===== src/rtl/debug_hart_ctrl.sv =====
// rtl/debug_hart_ctrl.sv - hart-side debug halt/resume FSM and abstract register access
// Optional single-step support is built when DEBUG_HART_STEP_EN is defined.
module debug_hart_ctrl (
    input  logic        CLK100MHZ,
    input  logic        TRST_N,
    input  logic        HALTREQ,
    input  logic        RESUMEREQ,
    output logic        HALTED,
    output logic        RESUMEACK,
    input  logic        AR_REQ,
    input  logic        AR_WR,
    input  logic [15:0] AR_AD,
    input  logic [31:0] AR_WDATA,
    output logic        AR_ACK,
    output logic [31:0] AR_RDATA,
    output logic        AR_ERR,
    output logic        CORE_STALL,
    input  logic        CORE_IDLE,
    input  logic        CORE_RETIRE,
    input  logic [31:0] CORE_PC,
    output logic        CORE_PC_LOAD,
    output logic [31:0] CORE_PC_NEXT,
    output logic [4:0]  GPR_AD,
    input  logic [31:0] GPR_RD,
    output logic        GPR_WE,
    output logic [31:0] GPR_WD
);

    localparam logic [31:0] MISA_VAL = 32'h4000_1105;

    typedef enum logic [1:0] {
        ST_RUN       = 2'd0,
        ST_HALTING   = 2'd1,
        ST_HALTED    = 2'd2,
        ST_RESUMING  = 2'd3
    } state_t;

    state_t      state_q, state_d;
    logic [1:0]  halt_sync_q, halt_sync_d;
    logic [1:0]  resume_sync_q, resume_sync_d;
    logic [1:0]  arreq_sync_q, arreq_sync_d;
    logic        ar_seen_q, ar_seen_d;
    logic        ar_go_q, ar_go_d;
    logic        ar_ack_q, ar_ack_d;
    logic [31:0] ar_rdata_q, ar_rdata_d;
    logic        ar_err_q, ar_err_d;
    logic        pc_load_q, pc_load_d;
    logic [31:0] dpc_q, dpc_d;
    logic [2:0]  cause_q, cause_d;
    logic        ebreakm_q, ebreakm_d;
    logic        step_rd;
    logic        gpr_we;
    logic        haltreq_s, resumereq_s, ar_req_s;
    logic [31:0] dcsr_rd;

`ifdef DEBUG_HART_STEP_EN
    logic        step_q, step_d;
    logic        armed_q, armed_d;
    logic        hit_q, hit_d;
    assign step_rd = step_q;
`else
    logic        unused_retire;
    assign unused_retire = CORE_RETIRE;
    assign step_rd = 1'b0;
`endif

    assign haltreq_s   = halt_sync_q[1];
    assign resumereq_s = resume_sync_q[1];
    assign ar_req_s    = arreq_sync_q[1];
    assign dcsr_rd     = {4'h4, 12'h000, ebreakm_q, 6'h00, cause_q, 3'b000, step_rd, 2'b11};

    always_comb begin
        state_d       = state_q;
        halt_sync_d   = {halt_sync_q[0], HALTREQ};
        resume_sync_d = {resume_sync_q[0], RESUMEREQ};
        arreq_sync_d  = {arreq_sync_q[0], AR_REQ};
        ar_seen_d     = ar_req_s;
        ar_go_d       = ar_req_s ^ ar_seen_q;
        ar_ack_d      = ar_ack_q;
        ar_rdata_d    = ar_rdata_q;
        ar_err_d      = ar_err_q;
        pc_load_d     = 1'b0;
        dpc_d         = dpc_q;
        cause_d       = cause_q;
        ebreakm_d     = ebreakm_q;
        gpr_we        = 1'b0;
`ifdef DEBUG_HART_STEP_EN
        step_d        = step_q;
        armed_d       = armed_q;
        hit_d         = hit_q;
`endif

        case (state_q)
            ST_RUN: begin
                if (haltreq_s) begin
                    state_d = ST_HALTING;
`ifdef DEBUG_HART_STEP_EN
                    hit_d   = 1'b0;
                    armed_d = 1'b0;
                end else if (armed_q && CORE_RETIRE) begin
                    state_d = ST_HALTING;
                    hit_d   = 1'b1;
                    armed_d = 1'b0;
`endif
                end
            end
            ST_HALTING: begin
                if (CORE_IDLE) begin
                    state_d = ST_HALTED;
                    dpc_d   = CORE_PC;
`ifdef DEBUG_HART_STEP_EN
                    cause_d = hit_q ? 3'd4 : 3'd3;
`else
                    cause_d = 3'd3;
`endif
                end
            end
            ST_HALTED: begin
                // A simultaneous halt request keeps the hart parked.
                if (resumereq_s && !haltreq_s) begin
                    state_d   = ST_RESUMING;
                    pc_load_d = 1'b1;
                end
            end
            default: begin
                if (!resumereq_s) begin
                    state_d = ST_RUN;
`ifdef DEBUG_HART_STEP_EN
                    armed_d = step_q;
`endif
                end
            end
        endcase

        if (ar_go_q) begin
            ar_ack_d   = ~ar_ack_q;
            ar_rdata_d = 32'h0;
            ar_err_d   = 1'b0;
            if (state_q != ST_HALTED) begin
                ar_err_d = 1'b1;
            end else if (AR_AD[15:5] == 11'h080) begin
                if (AR_WR) begin
                    gpr_we = (AR_AD[4:0] != 5'd0);
                end else if (AR_AD[4:0] != 5'd0) begin
                    ar_rdata_d = GPR_RD;
                end
            end else if (AR_AD == 16'h07B0) begin
                if (AR_WR) begin
                    ebreakm_d = AR_WDATA[15];
`ifdef DEBUG_HART_STEP_EN
                    step_d    = AR_WDATA[2];
`endif
                end else begin
                    ar_rdata_d = dcsr_rd;
                end
            end else if (AR_AD == 16'h07B1) begin
                if (AR_WR) begin
                    dpc_d = AR_WDATA;
                end else begin
                    ar_rdata_d = dpc_q;
                end
            end else if (AR_AD == 16'h0301 && !AR_WR) begin
                ar_rdata_d = MISA_VAL;
            end else begin
                ar_err_d = 1'b1;
            end
        end
    end

    always_ff @(posedge CLK100MHZ or negedge TRST_N) begin
        if (!TRST_N) begin
            state_q       <= ST_RUN;
            halt_sync_q   <= 2'b00;
            resume_sync_q <= 2'b00;
            arreq_sync_q  <= 2'b00;
            ar_seen_q     <= 1'b0;
            ar_go_q       <= 1'b0;
            ar_ack_q      <= 1'b0;
            ar_rdata_q    <= 32'h0;
            ar_err_q      <= 1'b0;
            pc_load_q     <= 1'b0;
            dpc_q         <= 32'h0;
            cause_q       <= 3'd0;
            ebreakm_q     <= 1'b0;
`ifdef DEBUG_HART_STEP_EN
            step_q        <= 1'b0;
            armed_q       <= 1'b0;
            hit_q         <= 1'b0;
`endif
        end else begin
            state_q       <= state_d;
            halt_sync_q   <= halt_sync_d;
            resume_sync_q <= resume_sync_d;
            arreq_sync_q  <= arreq_sync_d;
            ar_seen_q     <= ar_seen_d;
            ar_go_q       <= ar_go_d;
            ar_ack_q      <= ar_ack_d;
            ar_rdata_q    <= ar_rdata_d;
            ar_err_q      <= ar_err_d;
            pc_load_q     <= pc_load_d;
            dpc_q         <= dpc_d;
            cause_q       <= cause_d;
            ebreakm_q     <= ebreakm_d;
`ifdef DEBUG_HART_STEP_EN
            step_q        <= step_d;
            armed_q       <= armed_d;
            hit_q         <= hit_d;
`endif
        end
    end

    assign HALTED       = (state_q == ST_HALTED);
    assign RESUMEACK    = (state_q == ST_RESUMING);
    assign CORE_STALL   = (state_q == ST_HALTING) || (state_q == ST_HALTED);
    assign CORE_PC_LOAD = pc_load_q;
    assign CORE_PC_NEXT = dpc_q;
    assign AR_ACK       = ar_ack_q;
    assign AR_RDATA     = ar_rdata_q;
    assign AR_ERR       = ar_err_q;
    // GPR port is quiet except during the execute cycle of an access.
    assign GPR_AD       = ar_go_q ? AR_AD[4:0] : 5'd0;
    assign GPR_WE       = gpr_we;
    assign GPR_WD       = gpr_we ? AR_WDATA : 32'h0;

endmodule


===== config.mk =====
export PLATFORM = sky130hd
export DESIGN_NAME = debug_hart_ctrl
export DESIGN_NICKNAME = d
export VERILOG_FILES = /design/src/rtl/debug_hart_ctrl.sv
export SDC_FILE = /design/constraint.sdc
export NUM_CORES = 1
export LEC_CHECK = 0
export ABC_AREA = 1
export CORE_UTILIZATION = 42
export DETAILED_ROUTE_END_ITERATION = 10
export PLACE_DENSITY = 0.86
export SLEW_MARGIN = 20
export SYNTH_ARGS = -nofsm -noshare
export SYNTH_HDL_FRONTEND = slang
export SYNTH_SLANG_ARGS = --single-unit

===== constraint.sdc =====
create_clock -name CLK100MHZ -period 1.85 [get_ports CLK100MHZ]
set_input_delay 0.37 -clock CLK100MHZ [delete_from_list [all_inputs] [get_ports CLK100MHZ]]
set_output_delay 0.37 -clock CLK100MHZ [all_outputs]
set_load 0.02 [all_outputs]

Yosys cells after proc, flatten, opt, wreduce, memory -nomap -nowiden:

Index checks and enable logic that the tools add are counted.

* flip-flop bits (word level): 79
* input bits: 120
* output and inout bits: 108
* logic and storage cells: 74

* equality and inequality tests: 12
* multiplexer cells: 35
* bitwise gates (word level): 4
* reduce and logical (&&, ||, !) cells: 10

Operators with widths (count)
* 2-to-1 mux 32 bit: 16
* 2-to-1 mux 31 bit: 2
* == test 16 x 11 -> 1 bit (second input constant): 2
* == test 16 x 10 -> 1 bit (second input constant): 1
* == test 11 x 8 -> 1 bit (second input constant): 1
* 2-to-1 mux 1 bit: 11
* 2-to-1 mux 2 bit: 4
* inequality test 2 bit (second input constant): 3
* one-hot mux 2 bit (3 select lines): 1
* 2-to-1 mux 5 bit: 1
* AND reduction 5 bit: 1
* nonzero test 5 bit: 1
* == test 2 bit (second input constant): 2
* inequality test 4 x 2 -> 1 bit (second input constant): 1
* AND reduction 4 bit: 1
* NOT 1 bit: 3
* == test 2 x 1 -> 1 bit (second input constant): 1
* logical AND 1 bit: 2
* zero test 1 bit: 2
* zero test 2 bit: 1
* inequality test 2 x 1 -> 1 bit (second input constant): 1
* AND reduction 2 bit: 1
* logical OR 1 bit: 1
* XOR 1 bit: 1

Longest topological paths before layout:

Gate-level depths: netlist of run 1.

* depth in word-level cells: 8
* gate-level depth with buffers: 11
* gate-level depth less buffers: 10

Worst setup path after synthesis of run 1:

No wires, ideal clock.

* kind: reg2out
* start: register state_q[0]
* end: output port GPR_WD[10]
* arrival time: 1704 ps
* required time: 1480 ps
* setup slack: -224 ps
* cell stages (with the launch flop): 8
* buffers on the path: 1
* cells stage by stage: dfrtp_1 > inv_1 > ha_1 > nand2_1 > nor2_4 > nand2_4 > buf_6 > nor2_2

* word-level cells in the longest chain between the ends: 4

Ends and longest elaborated chain
* start, declared: line 38 `state_t state_q, state_d;`
* start signal, assigned: line 191 `state_q <= state_d;`
* inequality test 2 bit: line 139 `if (state_q != ST_HALTED) begin`
* 2-to-1 mux 1 bit: line 139
* 2-to-1 mux 1 bit: line 135 `if (ar_go_q) begin`
* 2-to-1 mux 32 bit: line 223 `assign GPR_WD = gpr_we ? AR_WDATA : 32'h0;`
* end, declared: line 26 `output logic [31:0] GPR_WD`

Every way passes these cells.

Final worst setup path of run 1:

* start: input port AR_AD[11]
* end: output port GPR_WD[17]

* word-level cells in the longest chain between the ends: 5

Ends and longest elaborated chain
* start, declared: line 12 `input logic [15:0] AR_AD,`
* == test 11 x 8 -> 1 bit: line 141 `end else if (AR_AD[15:5] == 11'h080) begin`
* 2-to-1 mux 1 bit: line 141
* 2-to-1 mux 1 bit: line 139
* 2-to-1 mux 1 bit: line 135
* 2-to-1 mux 32 bit: line 223

Every way passes these cells.

==> reports/qor.txt, run 1 <==
Starting Density: 43.5%
area grow syn2layout: 72.3%
CTS buffer count: 9
Register Area: 1980 um^2
final setup fails: 33
core area: 11500 um^2
Sum Neg Setup Slack: -7230 ps
Mapped Cells: 684
Synth area leader: dfrtp_1
first-pass iteration count of the detailed router: 9
GP Congestion: 0.900
die area: 12400 um^2
main area contributors after synthesis: dfrtp_1 39%, nand2_1 19%, nand3_1 5.9%, nand3_2 5.6%, inv_1 5.5%
Peak VDD IR: 671 uV
Nets: 1108
Synth Net Count: 809
status: finished, violations left
vias in the first global route: 5373
Clock power frac: 21.4%
hold_ws: 25.7 ps
TritonCTS clock tree: yes
first-pass GRT wire length: 27800 um
max-cap viol count: 0
total number of vias: 5469
post-route ant nets: 0
critical path arrival: 1740 ps
Vias/cell: 4.84
Startpoint Class: primary input
# rows: 39
clock-pin slew on the worst setup and hold paths: 60 ps
Remaining Overflow, GRT: 0
layout cells sized above 1: 30.3%
P_sw: 3050 uW
worst path bufs/invs: 4
WS Path Type: primary input to output port
failing checks: design-rule violations, negative setup slack
Placement Cell Area: 8110 um^2
die height: 111 um
initial antenna violation count: 0
Final Max Tran Viols: 0
average cell area after synthesis: 7.32 um^2
DP HPWL: 12900 um
Sw Share: 39.0%
Tcrit/Tclk final: 114%
wire length per cell: 15.3 um
sequential cell fraction of total power: 32.1%
Crit path top cell by count: nor2_4
Max Buffers Root-to-Sink: 2
Fmax: 475 MHz
Worst Path Max Fanout: 8
post-route cell area: 8630 um^2
CTS sink cnt: 79
Netlist cell types: 30
drt total wl: 17400 um
initial detailed-routing violation count: 410
H-tree levels: 3
die width: 111 um
final worst clock skew: 7.90 ps
IO Port Bufs: 226
Post-route DRC: 20
Slew @ Worst Pin: 441 ps
Skew-Pair Late Insertion Delay: 340 ps
final hold vios: 0
Critical-path top delay cell: clkdlybuf4s15_2
Max stage delay on crit path: 200 ps
RSZ-0062 raised after global routing: true
Cell Count, Final, Fillers Out: 1131
synthesized cell area: 5010 um^2
Leak: 0.00459 uW
cells along the critical path: clkdlybuf4s15_2 -> nor2_4 -> nand2_2 -> nor2_4 -> nand2_4 -> a21oi_4 -> nand2_4 -> buf_12 -> buf_16 -> nor2_4 -> buf_6
Setup WS post-layout: -256 ps
antenna fix cells: 0
filler instances: 831
Layout Utilization: 74.9%
Multi-input gate area: 2650 um^2
placed instance count: 1098
Yosys reg bits: 79
Final Critical Period: 2110 ps
post-synth top area share: 39.5%
Crit. End Element: output port
Tot GR Track Use: 29.1%
pin count of the biggest net entering global routing: 80
Root Buffer: clkbuf_16
Data required, critical path: 1480 ps
Hold Crit Class: primary input to async pin
delay-heaviest family, CP: buffers and inverters
post-synthesis sequential area ratio: 39.5%
# IOs: 228
yosys warns: 0
Combinational Power Share: 46.5%
Pwr per Cell Area: 905 nW/um^2
Internal: 4760 uW
Worst slew margin: 70.6%
## layer usage
| layer | routed length (um) | global-route usage (%) | vias up |
|---|---|---|---|
| met5 | 0 | 0 | - |
| met4 | 568 | 12.4 | 0 |
| met3 | 1010 | 5.80 | 44 |
| met2 | 8770 | 49.4 | 219 |
| met1 | 7000 | 35.9 | 2521 |
| li1 | - | - | 2685 |
## stage by stage
| step | power (uW) | worst slack (ps) |
|---|---|---|
| floorplan | 4300 | 1.19 |
| global placement | 5940 | -911 |
| detailed placement | 6050 | -987 |
| CTS | 7740 | -275 |
| global route | 8220 | -312 |
| finish | 7810 | -256 |
## logic make-up after synthesis
| family | after synthesis | share of synthesized area (%) |
|---|---|---|
| and+or+nand+nor | 419 | 39.9 |
| buffers and inverters | 136 | 12.3 |
| DFF | 79 | 39.5 |
| AOI/OAI and AO/OA | 43 | 6.72 |
| adders and majority gates | 5 | 1.25 |
| xor gates and xnor gates | 2 | 0.350 |
## state kept, by name (all words and copies together), names as in the netlist
register / count
CORE_PC_NEXT: 32
resume_sync_q: 2
AR_RDATA: 32
ar_seen_q: 1
state_q: 2
cause_q: 1
AR_ERR: 1
ar_go_q: 1
arreq_sync_q: 2
halt_sync_q: 2
AR_ACK: 1
CORE_PC_LOAD: 1
ebreakm_q: 1
## synth_stat cells, drive strengths merged
cell type	number
nand3	87
o21a	1
o31ai	1
ha	5
clkbuf	14
nor3	1
dfrtp	79
inv	103
nand3b	2
nand2	259
xor2	2
buf	19
o21ai	36
nor3b	1
nand4	2
a21oi	5
nor2	67
## area by class of cell
class / instances / share of cell area [%]
Sequential cell: 79 / 22.9
Timing Repair Buffer: 321 / 36.5
Multi-Input combinational cell: 469 / 30.7
Clock inverter: 4 / 0.348
Clock buffer: 12 / 2.86
Tap cell: 143 / 2.07
Inverter: 103 / 4.57
## placed cells by master, fill, tap and decap left out, drive strengths merged, types with 2 or more instances in the layout
master	netlist	final
clkdlybuf4s15	0	3
dfrtp	79	79
inv	103	104
nand3	87	87
dlymetal6s2s	0	2
nand3b	2	2
buf	19	131
clkbuf	14	17
clkdlybuf4s50	0	167
nand4	2	2
a21oi	5	5
clkinv	0	2
nor2	67	67
ha	5	5
nand2	259	259
xor2	2	2
dlygate4sd2	0	13
o21ai	36	36
## power groups by stage
stage | clock [uW] | combinational, uW | sequential (uW)
6_report | 1670 | 3630 | 2500
5_1_grt | 1790 | 3890 | 2540
4_1_cts | 1690 | 3570 | 2490
3_3_place_gp | 0 | 3440 | 2500
3_5_place_dp | 0 | 3540 | 2510
2_1_floorplan | 0 | 1510 | 2790
## worst paths after layout
check	slack, ps	from	cells after the start	endpoint
setup / recovery	-260	AR_AD[11]	11	GPR_WD[17]
hold / removal	30	TRST_N	2	resume_sync_q[1]
setup reg to reg	60	state_q[1]	8	state_q[0]
hold reg to reg	350	arreq_sync_q[0]	0	arreq_sync_q[1]
max in group asynchronous	1450	TRST_N	2	AR_RDATA[12]
min in group CLK100MHZ	350	arreq_sync_q[0]	0	arreq_sync_q[1]
## repair_timing
action / CTS / global route
endpoints found under the setup margin: 42 / 38
cloned: 3 / 0
hold buffers: 0 / 0
pin swaps: 17 / 8
setup buffers: 12 / 5
resized for setup: 252 / 15
Note: power is estimated with default switching activity, not from simulation.
==> run 2: changes to the inputs <==
--- a/config.mk
+++ b/config.mk
@@ -6,6 +6,7 @@
 export NUM_CORES = 1
 export LEC_CHECK = 0
 export ABC_AREA = 1
+export ABC_CLOCK_PERIOD_IN_PS = 1850
 export CORE_UTILIZATION = 42
 export DETAILED_ROUTE_END_ITERATION = 10
 export PLACE_DENSITY = 0.86
==> results of run 2 <==
No change in the layout: final DEF, timing and power equal those of run 1.
